**config.mk**
```make
export PLATFORM = sky130hd
export DESIGN_NAME = push_conditioner
export DESIGN_NICKNAME = d
export VERILOG_FILES = /design/src/rtl/push_pkg.sv /design/src/rtl/push_channel.sv /design/src/rtl/push_conditioner.sv
export SDC_FILE = /design/constraint.sdc
export NUM_CORES = 1
export LEC_CHECK = 0
export ABC_AREA = 1
export BUFFER_PORTS_ARGS = -buffer_cell sky130_fd_sc_hd__buf_2
export CAP_MARGIN = 20
export CORE_MARGIN = 2
export CORE_UTILIZATION = 63
export CTS_BUF_LIST = sky130_fd_sc_hd__clkbuf_8 sky130_fd_sc_hd__clkbuf_16
export DETAILED_ROUTE_END_ITERATION = 8
export GPL_TIMING_DRIVEN = 0
export PLACE_DENSITY = 0.8
export SLEW_MARGIN = 5
export SYNTH_ARGS = -nofsm -noshare
export SYNTH_HDL_FRONTEND = slang
export SYNTH_SLANG_ARGS = --single-unit
```
**constraint.sdc**
```tcl
create_clock -name i_Clk -period 1.8 [get_ports i_Clk]
set_input_delay 0.36 -clock i_Clk [delete_from_list [all_inputs] [get_ports i_Clk]]
set_output_delay 0.36 -clock i_Clk [all_outputs]
set_load 0.005 [all_outputs]
```
**src/rtl/push_pkg.sv**
```systemverilog
// Shared types and helpers for the push-button conditioner: channel FSM state encoding
// and the counter-width calculation.
package push_pkg;

  localparam int unsigned NumButtons = 2;

  typedef enum logic [2:0] {
    StIdle    = 3'd0,
    StDbPress = 3'd1,
    StHeld    = 3'd2,
    StRepeat  = 3'd3,
    StDbRel   = 3'd4
  } push_state_e;

  function automatic int unsigned max3(input int unsigned a, input int unsigned b,
                                       input int unsigned c);
    int unsigned m;
    m = (a > b) ? a : b;
    return (m > c) ? m : c;
  endfunction

  // Wide enough to hold the largest terminal count of any state.
  function automatic int unsigned cnt_width(input int unsigned a, input int unsigned b,
                                            input int unsigned c);
    return $clog2(max3(a, b, c) + 1);
  endfunction

endpackage

```
**src/rtl/push_channel.sv**
```systemverilog
// One button: 2-flop synchroniser, polarity normalisation, debounce/auto-repeat FSM.
// fire_o is the combinational pulse decision; the top registers it.
module push_channel
  import push_pkg::*;
#(
  parameter bit          ACTIVE_LOW    = 1'b1,
  parameter int unsigned DEBOUNCE_CYC  = 20000,
  parameter int unsigned REPEAT_DELAY  = 500000,
  parameter int unsigned REPEAT_PERIOD = 100000
) (
  input  logic clk_i,
  input  logic rst_ni,
  input  logic button_i,
  output logic fire_o,
  output logic held_o
);

  localparam int unsigned CntW = cnt_width(DEBOUNCE_CYC, REPEAT_DELAY, REPEAT_PERIOD);
  localparam bit RepeatEn = (REPEAT_DELAY != 0);
  localparam logic Released = ACTIVE_LOW;

  localparam logic [CntW-1:0] CntZero    = '0;
  localparam logic [CntW-1:0] CntOne     = CntW'(1);
  localparam logic [CntW-1:0] DbLast     = CntW'(DEBOUNCE_CYC);
  localparam logic [CntW-1:0] DelayLast  = CntW'((REPEAT_DELAY == 0) ? 0 : REPEAT_DELAY - 1);
  localparam logic [CntW-1:0] PeriodLast = CntW'(REPEAT_PERIOD - 1);

  logic        sync1_q, sync2_q;
  logic        pressed;
  push_state_e state_q;
  logic [CntW-1:0] cnt_q;

  always_ff @(posedge clk_i or negedge rst_ni) begin
    if (!rst_ni) begin
      sync1_q <= Released;
      sync2_q <= Released;
    end else begin
      sync1_q <= button_i;
      sync2_q <= sync1_q;
    end
  end

  assign pressed = sync2_q ^ Released;

  always_ff @(posedge clk_i or negedge rst_ni) begin
    if (!rst_ni) begin
      state_q <= StIdle;
      cnt_q   <= CntZero;
    end else begin
      case (state_q)
        StIdle: begin
          if (pressed) begin
            state_q <= StDbPress;
            cnt_q   <= CntOne;
          end
        end
        StDbPress: begin
          if (!pressed) begin
            state_q <= StIdle;
            cnt_q   <= CntZero;
          end else if (cnt_q == DbLast) begin
            state_q <= StHeld;
            cnt_q   <= CntZero;
          end else begin
            cnt_q <= cnt_q + CntOne;
          end
        end
        StHeld: begin
          if (!pressed) begin
            state_q <= StDbRel;
            cnt_q   <= CntOne;
          end else if (RepeatEn && (cnt_q == DelayLast)) begin
            state_q <= StRepeat;
            cnt_q   <= CntZero;
          end else if (RepeatEn) begin
            // With repeat disabled the counter just parks at zero.
            cnt_q <= cnt_q + CntOne;
          end
        end
        StRepeat: begin
          if (!pressed) begin
            state_q <= StDbRel;
            cnt_q   <= CntOne;
          end else if (cnt_q == PeriodLast) begin
            cnt_q <= CntZero;
          end else begin
            cnt_q <= cnt_q + CntOne;
          end
        end
        StDbRel: begin
          if (pressed) begin
            // Release bounce: back to held, repeat delay starts over.
            state_q <= StHeld;
            cnt_q   <= CntZero;
          end else if (cnt_q == DbLast) begin
            state_q <= StIdle;
            cnt_q   <= CntZero;
          end else begin
            cnt_q <= cnt_q + CntOne;
          end
        end
        default: begin
          state_q <= StIdle;
          cnt_q   <= CntZero;
        end
      endcase
    end
  end

  always_comb begin
    fire_o = 1'b0;
    if (pressed) begin
      case (state_q)
        StDbPress: fire_o = (cnt_q == DbLast);
        StHeld:    fire_o = RepeatEn && (cnt_q == DelayLast);
        StRepeat:  fire_o = (cnt_q == PeriodLast);
        default:   fire_o = 1'b0;
      endcase
    end
  end

  assign held_o = (state_q == StHeld) || (state_q == StRepeat) || (state_q == StDbRel);

endmodule

```
**src/rtl/push_conditioner.sv**
```systemverilog
// Two conditioned push buttons (up/down) producing single-cycle pulses for the BCD counter
// chain; simultaneous pulses on both channels are dropped and flagged as a conflict.
module push_conditioner
  import push_pkg::*;
#(
  parameter bit          ACTIVE_LOW    = 1'b1,
  parameter int unsigned DEBOUNCE_CYC  = 20000,
  parameter int unsigned REPEAT_DELAY  = 500000,
  parameter int unsigned REPEAT_PERIOD = 100000
) (
  input  logic       i_Clk,
  input  logic       i_Rst,
  input  logic [1:0] i_Button,
  output logic [1:0] o_Push,
  output logic [1:0] o_Held,
  output logic       o_Conflict
);

  logic [NumButtons-1:0] fire;
  logic [1:0]            push_q;
  logic                  conflict_q;

  for (genvar g = 0; g < NumButtons; g++) begin : g_chan
    push_channel #(
      .ACTIVE_LOW   (ACTIVE_LOW),
      .DEBOUNCE_CYC (DEBOUNCE_CYC),
      .REPEAT_DELAY (REPEAT_DELAY),
      .REPEAT_PERIOD(REPEAT_PERIOD)
    ) u_chan (
      .clk_i   (i_Clk),
      .rst_ni  (i_Rst),
      .button_i(i_Button[g]),
      .fire_o  (fire[g]),
      .held_o  (o_Held[g])
    );
  end

  // Up and down in the same cycle would cancel in the counter; drop both instead.
  always_ff @(posedge i_Clk or negedge i_Rst) begin
    if (!i_Rst) begin
      push_q     <= 2'b00;
      conflict_q <= 1'b0;
    end else begin
      conflict_q <= &fire;
      push_q     <= (&fire) ? 2'b00 : fire;
    end
  end

  assign o_Push     = push_q;
  assign o_Conflict = conflict_q;

endmodule

```
# Word level (Yosys, flattened, before mapping)
# Index checks and enable logic that the tools add are counted.
[classes]
muxes = 41
reduce_logical = 9
n_lt_le_gt_ge = 0
add_sub_neg = 2
n_bitwise = 0
n_div = 0
eq_ne = 24
n_shift = 0
mul = 0
[op_table]
columns = ["operator", "n"]
rows = [
  ["$mux 19", 16],
  ["$pmux 19 s5", 2],
  ["$mux 3", 16],
  ["$add 19x1->19 const B", 2],
  ["$eq 19x15->1 const B", 2],
  ["$eq 19x17->1 const B", 2],
  ["$eq 19x19->1 const B", 2],
  ["$pmux 3 s5", 2],
  ["$eq 3x2->1 const B", 4],
  ["$ne 3x1->1 const B", 4],
  ["$reduce_and 5->1", 2],
  ["$eq 3x1->1 const B", 2],
  ["$eq 3x3->1 const B", 2],
  ["$logic_not 3->1", 2],
  ["$ne 3x3->1 const B", 2],
  ["$pmux 1 s3", 2],
  ["$logic_or 1x1->1", 4],
  ["$ne 2x1->1 const B", 2],
  ["$ne 2x2->1 const B", 2],
  ["$mux 1", 2],
  ["$mux 2", 1],
  ["$reduce_and 2->1", 1],
]
[word_totals]
romBits = 0
register_bits = 51
memories = 0
latchBits = 0
ramBits = 0
elab_cells = 86
input_bits = 4

# Logic depth before layout (Yosys ltp)
[depth]
depth_word = 5
ltp_mapped = 12
mapped_depth_nobuf = 11

# Cells and area by module
# A second synthesis with hierarchy kept.
[hier_totals]
cells_unflattened = 492
area_unflattened_um2 = 3604.7
[by_module_without_submodules]
columns = ["module", "n_inst", "area_each_um2", "cells_each"]
rows = [
  ["push_channel at g_chan[0].u_chan", 1, 1818.0, 254],
  ["push_channel at g_chan[1].u_chan", 1, 1689.1, 229],
  ["push_conditioner", 1, 97.6, 9],
]

# Worst setup path after synthesis
# No wires, ideal clock.
[synth_path]
path_kind = "register -> register"
startpoint = "register g_chan[1].u_chan.cnt_q[0]"
endpoint = "register g_chan[1].u_chan.cnt_q[13]"
n_path_buf = 0
required_time_ps = 1682
setup_slack_ps = 245
t_arrival_ps = 1437
path_stages_with_launch = 9
path_cell_list = "dfrtp_1 ha_1 nand3_1 nor2_2 nand3_1 nand3_1 nand4_4 inv_4 nor2_1"
[synth_between]
elab_chain_len = 4
elab_cells_between_ends = 12
classes_between = "add/sub (1); eq/ne (3); mux (8)"
[synth_rtl]
columns = ["item", "line_no", "text"]
rows = [
  ["start, declared", "push_channel.sv:31", "logic [CntW-1:0] cnt_q;"],
  ["start signal, assigned", "push_channel.sv:48", "cnt_q <= CntZero;"],
  ["start signal, assigned", "push_channel.sv:54", "cnt_q <= CntOne;"],
  ["start signal, assigned", "push_channel.sv:60", "cnt_q <= CntZero;"],
  ["$add 19x1->19 (tied with other cells)", "--", ""],
  ["$mux 19 (on tied branches) (2 in series)", "--", ""],
  ["$pmux 19 s5 *", "push_channel.sv:50", "case (state_q)"],
]
# Every way passes the cells marked *; elsewhere a longest branch is shown, timed or not.
# A chain may end at the register's enable or synchronous reset.

# Worst setup path after layout
[layout_path]
startpoint = "register g_chan[0].u_chan.cnt_q[0]"
endpoint = "register g_chan[0].u_chan.cnt_q[2]"
[layout_between]
elab_chain_len = 4
elab_cells_between_ends = 12
classes_between = "add/sub (1); eq/ne (3); mux (8)"
[layout_rtl]
columns = ["item", "line_no"]
rows = [
  ["start, declared", "push_channel.sv:31"],
  ["start signal, assigned", "push_channel.sv:48"],
  ["start signal, assigned", "push_channel.sv:54"],
  ["start signal, assigned", "push_channel.sv:60"],
  ["$add 19x1->19 (tied with other cells)", "--"],
  ["$mux 19 (on tied branches) (2 in series)", "--"],
  ["$pmux 19 s5 *", "push_channel.sv:50"],
]
# Marked as above.

==> flow_summary.toml <==
[place]
hpwl_um = 5540
gp_congestion = 0.937
port_buffers = 8
placed_area_um2 = 3470

[floorplanning]
core-area_um2 = 5110
initial_core_util = 0.650
io_pins = 9
die_y_um = 76.6
rows = 26
die-area_um2 = 5870
die_width_um = 76.6

[finish]
design_area_um2 = 3830
layout-drive-gt1-share = 0.193
nets = 515
num-fill-cells = 410
mostFrequentLayoutCells = "nand2_1, nor2_1, inv_1"
antenna_cells = 0
area_growth_pct = 15.3
layout_commonest_cell = "nand2_1"

[critical_path]
required_ns = 2.00
path_max_fanout = 8
cp_num_buf_inv = 2
critPathKind = "flip-flop to flip-flop"
cp_top_family = "simple AND/OR/NAND/NOR gates"
endpoint_kind = "flip-flop"
critPathArrivalTime_ns = 1.92
critical-path-max-stage-delay_ns = 0.48
crit_chain = "inv_2 > ha_1 > nand3_2 > nor2_2 > nand2_2 > nand2_1 > nand2_1 > nand2_2 > nand3_4 > inv_6 > nor2_1"
crit_path_start_kind = "flip-flop"
crit_slowest_cell = "dfrtp_2"

[yosys]
synthCells = 478
synth.distinct_cells = 33
synth_area_um2 = 3320
synth-seq-cells = 51
synthesis.nets = 486
yosys_warnings = 0
synth-seq-area-share = 0.386
post_synth.cell_area_avg_um2 = 6.95

[cts]
cts.sinks = 51
htree_levels = 2
root_buffer = "clkbuf_8"
clock_path_buffers = 2
cts_tree = "yes"
clk_pin_slew_ns = 0.09
clk_latency_ns = 0.31
numCtsBuffers = 5

[global_routing]
grt_pass1_wl_um = 13400
grt_overflow = 0
grt_pass1_vias = 2940
grt_use_total = 0.280
antenna_found_initial = 0
grt_max_degree = 35

[timing]
tightestPinTransition_ns = 0.489
period_share = 0.953
final_max_slew_viol_count = 0
slew_headroom = 0.671
setup_viol = 0
hold-worst-slack_ns = 0.144
hold_viol = 0
max_freq_mhz = 583
skew_ns = 0.00510
fin_crit_ns = 1.72

[route]
wl_per_cell_um = 13.7
vias_per_cell = 5.48
drc_errors = 0
drt_iter0_markers = 222
route.vias.total = 3168
drt_wl_total_um = 7890
ant_nets = 0
drtPass1Iterations = 6

[pwr]
leakage_uw = 0.00179
power.density_nw_per_um2 = 981
p_total_uw = 3760
peakVddDrop_mv = 0.577

[worst_hold_path]
hp-class = "primary input to flip-flop"

[job]
max_cap_violations = 0

[status]
status = "finished clean"
## cell families after synthesis
family	after synthesis	synth area share
compound gates	31	0.0494
buf+inv	79	0.0980
simple gates	295	0.404
xor+xnor	18	0.0475
fa+ha+maj	4	0.0151
flops	51	0.386
## synth_stat cells, drive strengths merged
master | n | area, µm²
a21oi | 6 | 30.0
buf | 6 | 46.3
dfrtp | 47 | 1180
dfstp | 4 | 105
ha | 4 | 50.1
inv | 73 | 279
nand2 | 123 | 472
nand3 | 55 | 308
nand3b | 1 | 7.51
nand4 | 11 | 90.1
nor2 | 86 | 350
nor3 | 15 | 90.1
nor4 | 1 | 6.26
o211ai | 2 | 15.0
o21ai | 23 | 119
or2 | 2 | 12.5
or3 | 1 | 6.26
xnor2 | 2 | 17.5
xor2 | 16 | 140
## what timing repair did
item                                    4_1_cts  5_1_grt
buffers inserted                              2        9
hold buffers                                  1        0
resized for setup                             2       37
pin swaps                                     2        7
endpoints found under the hold margin        17        0
gates cloned                                  1        0
endpoints found under the setup margin       25       45
## final cells by class
class	count	area, µm²	share of cell area
buffer	6	46.3	0.0121
sequential	51	1290	0.336
tap	70	87.6	0.0229
multi-input combinational	349	1860	0.487
clock inverter	1	7.51	0.00196
timing repair buffer	21	153	0.0399
inverter	73	288	0.0752
clock buffer	7	96.3	0.0252
## report_power, final
part,switching (µW),internal (µW),total (µW)
Clock,396,351,746
Sequential,145,1260,1410
Combinational,1030,571,1600
Total,1570,2180,3760
## sequential cells by signal (all words and copies together), names as in the netlist
signal,count
o_Push,2
g_chan.u_chan.state_q,6
g_chan.u_chan.sync1_q,2
g_chan.u_chan.cnt_q,38
o_Conflict,1
g_chan.u_chan.sync2_q,2
## final timing paths
kind / start / end / slack [ns] / cells after the start
worst max-delay path: g_chan[0].u_chan.cnt_q[0]$_DFFE_PN0P_ / g_chan[0].u_chan.cnt_q[2]$_DFFE_PN0P_ / 0.08 / 11
worst min-delay path: i_Button[0] / g_chan[0].u_chan.sync1_q$_DFF_PN1_ / 0.14 / 1
worst max register to register: g_chan[0].u_chan.cnt_q[0]$_DFFE_PN0P_ / g_chan[0].u_chan.cnt_q[2]$_DFFE_PN0P_ / 0.08 / 11
worst min register to register: g_chan[0].u_chan.sync1_q$_DFF_PN1_ / g_chan[0].u_chan.sync2_q$_DFF_PN1_ / 0.36 / 0
max in group asynchronous: i_Rst / g_chan[0].u_chan.sync1_q$_DFF_PN1_ / 0.67 / 3
min in group asynchronous: i_Rst / g_chan[1].u_chan.cnt_q[4]$_DFFE_PN0P_ / 0.54 / 2
## metal layers
metal	track usage	routed length, µm	vias to the layer above
met3	0.0438	436	8
met4	0.0564	76	0
met2	0.437	3590	86
li1	-	-	1566
met1	0.414	3790	1508
met5	0	0	-
## metrics by stage
step	std cells	utilization	worst slack, ns	setup TNS [ns]
2_1_floorplan	478	-	0.245	0
3_3_place_gp	556	0.675	-0.0357	-0.212
3_5_place_dp	557	0.679	-0.0828	-1.08
4_1_cts	569	0.708	0.00539	0
5_1_grt	578	0.750	-0.0465	-0.343
6_report	578	0.750	0.0838	0
No activity file was read; power rests on OpenSTA's default activity.
